`src/rtl/cla_pipe_adder.sv`:
```
// Pipelined carry-lookahead adder/subtractor with valid/ready handshakes.
// One GROUP-bit lookahead group is resolved per stage; the group carry is
// registered into the next stage. Operand registers shrink and sum registers
// grow as the beat moves down the pipe, so each stage holds only live bits.
module cla_pipe_adder #(
   parameter int unsigned WIDTH = 16,
   parameter int unsigned GROUP = 4
) (
   input  logic             clk,
   input  logic             rst,
   input  logic             in_valid,
   output logic             in_ready,
   input  logic [WIDTH-1:0] a,
   input  logic [WIDTH-1:0] b,
   input  logic             cin,
   input  logic             sub,
   output logic             out_valid,
   input  logic             out_ready,
   output logic [WIDTH-1:0] sum,
   output logic             cout,
   output logic             ovf
);

   localparam int unsigned STAGES = WIDTH / GROUP;

   if ((WIDTH % GROUP) != 0) begin : g_bad_cfg
      $error("cla_pipe_adder: WIDTH must be a multiple of GROUP");
   end

   // Global advance: the whole pipe moves together or freezes together.
   logic adv;
   assign adv      = !out_valid || out_ready;
   assign in_ready = adv;

   for (genvar k = 0; k < int'(STAGES); k++) begin : g_stage
      // Operand bits entering this stage (group k and everything above it).
      localparam int InW  = int'(WIDTH) - k * int'(GROUP);
      localparam int OpW  = InW - int'(GROUP);
      localparam int SumW = (k + 1) * int'(GROUP);

      logic [InW-1:0]   src_a;
      logic [InW-1:0]   src_bx;
      logic             c_in;
      logic             v_in;
      logic [GROUP-1:0] g;
      logic [GROUP-1:0] p;
      logic [GROUP:0]   c;
      logic             prod;
      logic [GROUP-1:0] grp_s;
      logic [SumW-1:0]  s_d;
      logic [SumW-1:0]  s_q;
      logic             c_q;
      logic             v_q;

      if (k == 0) begin : g_in
         // Subtract is A + ~B + 1; the mode is folded into B and the carry here.
         assign src_a  = a;
         assign src_bx = sub ? ~b : b;
         assign c_in   = sub | cin;
         assign v_in   = in_valid;
         assign s_d    = grp_s;
      end else begin : g_mid
         assign src_a  = g_stage[k-1].g_ops.op_a_q;
         assign src_bx = g_stage[k-1].g_ops.op_bx_q;
         assign c_in   = g_stage[k-1].c_q;
         assign v_in   = g_stage[k-1].v_q;
         assign s_d    = {grp_s, g_stage[k-1].s_q};
      end

      assign g = src_a[GROUP-1:0] & src_bx[GROUP-1:0];
      assign p = src_a[GROUP-1:0] ^ src_bx[GROUP-1:0];

      // Two-level lookahead: each carry is a sum of products of g/p and c_in.
      always_comb begin
         c    = '0;
         prod = 1'b0;
         c[0] = c_in;
         for (int i = 0; i < int'(GROUP); i++) begin
            prod = c_in;
            for (int m = 0; m <= i; m++) prod = prod & p[m];
            c[i+1] = prod;
            for (int j = 0; j <= i; j++) begin
               prod = g[j];
               for (int m = j + 1; m <= i; m++) prod = prod & p[m];
               c[i+1] = c[i+1] | prod;
            end
         end
      end

      assign grp_s = p ^ c[GROUP-1:0];

      // Stage valid, group carry-out and accumulated sum bits.
      always_ff @(posedge clk) begin
         if (rst) begin
            v_q <= 1'b0;
            c_q <= 1'b0;
            s_q <= '0;
         end else if (adv) begin
            v_q <= v_in;
            c_q <= c[GROUP];
            s_q <= s_d;
         end
      end

      if (OpW > 0) begin : g_ops
         logic [OpW-1:0] op_a_q;
         logic [OpW-1:0] op_bx_q;

         // Delay the not-yet-added upper operand groups alongside the beat.
         always_ff @(posedge clk) begin
            if (rst) begin
               op_a_q  <= '0;
               op_bx_q <= '0;
            end else if (adv) begin
               op_a_q  <= src_a[InW-1:GROUP];
               op_bx_q <= src_bx[InW-1:GROUP];
            end
         end
      end

      if (k == int'(STAGES) - 1) begin : g_last
         logic ovf_q;

         // Signed overflow: carry into the MSB differs from carry out of it.
         always_ff @(posedge clk) begin
            if (rst) begin
               ovf_q <= 1'b0;
            end else if (adv) begin
               ovf_q <= c[GROUP-1] ^ c[GROUP];
            end
         end
      end
   end

   assign out_valid = g_stage[STAGES-1].v_q;
   assign sum       = g_stage[STAGES-1].s_q;
   assign cout      = g_stage[STAGES-1].c_q;
   assign ovf       = g_stage[STAGES-1].g_last.ovf_q;

endmodule

```
`config.mk`:
```
export PLATFORM = sky130hd
export DESIGN_NAME = cla_pipe_adder
export DESIGN_NICKNAME = d
export VERILOG_FILES = /design/src/rtl/cla_pipe_adder.sv
export SDC_FILE = /design/constraint.sdc
export NUM_CORES = 1
export LEC_CHECK = 0
export CAP_MARGIN = 10
export CORE_MARGIN = 5
export CORE_UTILIZATION = 30
export DETAILED_ROUTE_END_ITERATION = 10
export SETUP_SLACK_MARGIN = 0.3
export SLEW_MARGIN = 10
export SYNTH_ARGS = -nofsm -noshare
export SYNTH_HDL_FRONTEND = slang
export SYNTH_SLANG_ARGS = --single-unit
```
`constraint.sdc`:
```
create_clock -name clk -period 3.5 [get_ports clk]
set_input_delay 0.7 -clock clk [delete_from_list [all_inputs] [get_ports clk]]
set_output_delay 0.7 -clock clk [all_outputs]
set_load 0.01 [all_outputs]
```
==> impl_metrics.toml <==
[outcome]
outcome = "finished, final reports clean"

[setup_path]
worstPathMaxFanout = 6
critical-path-slowest-cell = "clkdlybuf4s50_1"
cp.arrival_ns = 2.89
cp_top_family = "compound AO/OA/AOI/OAI gates"
path_class = "primary input to flip-flop"
cp_cell_sequence = "clkdlybuf4s50_1 -> xor2_1 -> ha_1 -> ha_1 -> o211a_1 -> o211a_1 -> a311o_1"
slowest_delay_ns = 0.70
crit_buf_inv = 1
start_kind = "primary input"
endpoint_kind = "flip-flop"
crit_required_ns = 3.72

[drt]
wirelength_um = 9200
first_iter_violations = 289
antenna_left = 0
vias = 3336
wl_per_cell_um = 12.8
dr.pass1.iters = 4
avgViaCountPerCell = 4.65
drc = 0

[sta]
finalSetupTns_ns = 0
layout_setup_ws_ns = 0.826
min_period_ns = 2.67
setup_viol = 0
fin_skew_ns = 0.0136
max_freq_ghz = 0.374
post-route-period-util = 0.764
slew_violations = 0
rsz0062_at_grt = "no"
finalHoldViolCount = 0
max_slew_margin = 0.287
tightest_slew_ns = 1.07

[clock_network]
cts_hold_buf = 0
cts-htree-levels = 3
root_buffer = "clkbuf_16"
clkSinkCount = 97
clock_path_buffers = 2
post_cts_resized = 0
postCtsSetupBuffers = 0
numCtsBuffers = 9
cts_tree = "done"
clk_pin_slew_ns = 0.07
clk_latency_ns = 0.34

[floorplan]
die-area_um2 = 16600
die_h_um = 129
rows = 43
start_util = 0.305
coreArea_um2 = 13900
pin_count = 58
die_x_um = 129

[logic_synthesis]
ys_warn_count = 0
synth_area_um2 = 4230
synthDistinctLibCells = 32
syn_avg_cell_area_um2 = 8.57
netlist_instances = 494
synth_seq_cells = 97
syn_nets = 556
ys_seq_area_frac = 0.459

[place]
gp_congestion = 0.744
dp_slack_ns = 0.429
io_buffers = 57
placed_area_um2 = 4850
dp_cells = 701
place_hpwl_um = 6190

[final_layout]
diodes = 0
stdcell_area_um2 = 5150
finish.utilization = 0.371
final_net_count = 594
stdcell_count = 717
drive_above_1_share = 0.0503
area_growth_pct = 21.7
fillCellCount = 1469

[power]
p_leak_uw = 0.00205
powerDensity_nw_per_um2 = 474
ir_drop_v = 0.000253

[grt]
grt_usage = 0.112
grt_max_degree = 112
grt-ovfl-total = 0
antenna_found_initial = 0
grt_first_pass_wirelength_um = 15300
grt_pass1_vias = 3125

[job]
cap_violations = 0

[hold_path]
min_path_type = "flip-flop to flip-flop"
-- where the power goes --
part	internal [uW]	total [uW]	switching (uW)	leakage, uW
combinational	141	269	128	0.00111
sequential	1180	1220	42.1	0.000797
clock	501	956	455	0.000141
total	1820	2440	626	0.00205
-- registers in the layout, summed over array words and instances (netlist names) --
register,count
g_stage.g_ops.op_a_q,24
g_stage.g_ops.op_bx_q,24
g_stage.s_q,24
sum,16
g_stage.c_q,3
g_stage.v_q,3
cout,1
out_valid,1
ovf,1
-- final timing paths --
| path | slack [ns] | startpoint | cells past startpoint | to |
|---|---|---|---|---|
| setup / recovery | 0.83 | sub | 7 | g_stage[0].s_q[3] |
| hold / removal | 0.45 | sum[10] | 2 | sum[10] |
| setup reg to reg | 1.60 | out_valid | 4 | g_stage[1].s_q[6] |
| hold reg to reg | 0.45 | sum[10] | 2 | sum[10] |
-- metal layers --
metal  vias up  share of wire  track usage
li1       1747              -            -
met1      1522           0.50        0.160
met2        56           0.43        0.166
met3        11          0.051       0.0303
met4         0          0.013       0.0334
met5         -              0            0
-- worst register-to-register path: stages, from the launching register on --
cell	delay [ns]
dfxtp_1	0.34
nor2b_4	0.16
buf_4	0.71
a2111oi_0	0.21
a311o_1	0.37
-- cell type report --
class,instances,area (um^2),share of cell area
clock buffer,9,225,0.0437
multi-input combinational,350,2040,0.396
timing repair buffer,62,603,0.117
clock inverter,7,70.1,0.0136
tap,180,225,0.0437
inverter,12,46.3,0.00899
sequential,97,1940,0.377
-- cell usage in the layout (no fill, tap or decap), types with 4 or more instances in the layout --
cell type / netlist / final
ha_1: 20 / 20
clkdlybuf4s50_1: 0 / 56
fa_1: 4 / 4
nor2b_1: 4 / 4
a21oi_1: 68 / 68
nand2_1: 134 / 134
a311o_1: 8 / 8
nor2_1: 30 / 30
inv_1: 11 / 11
dfxtp_1: 97 / 97
buf_4: 4 / 5
a21o_1: 4 / 4
clkbuf_16: 0 / 9
xor2_1: 4 / 4
a2111oi_0: 5 / 5
o21ai_0: 9 / 9
xnor2_1: 16 / 16
nor4_1: 4 / 4
o211a_1: 7 / 7
nand2b_1: 4 / 4
a211oi_1: 19 / 19
-- Yosys cell counts (all sizes together) --
cell type    n  area share
nand2      134        0.12
dfxtp       97        0.46
a21oi       68       0.080
buf         31       0.046
nor2        30       0.027
ha          20       0.059
a211oi      19       0.034
xnor2       16       0.033
inv         12       0.011
o21ai        9       0.011
a311o        8       0.019
o211a        7       0.017
a2111oi      5       0.010
nor2b        5      0.0092
a21o         4      0.0071
and4         4      0.0095
clkbuf       4      0.0035
fa           4       0.019
nand2b       4      0.0059
nor4         4      0.0059
xor2         4      0.0083
a221oi       1      0.0021
a311oi       1      0.0021
nand3        1      0.0012
o211ai       1      0.0018
or2          1      0.0015
-- cell families after synthesis --
logic type      synth area share
compound gates             0.184
xor+xnor                  0.0414
fa+ha+maj                 0.0780
buf+inv                   0.0597
flops                      0.459
simple gates               0.179
-- stage by stage --
| step | total power, uW | hold WS [ns] |
|---|---|---|
| floorplan | 1410 | 0.432 |
| global placement | 1500 | 0.441 |
| detailed placement | 1510 | 0.444 |
| CTS | 2470 | 0.454 |
| global route | 2560 | 0.470 |
| finish | 2440 | 0.449 |
Note: power is estimated with default switching activity, not from simulation.
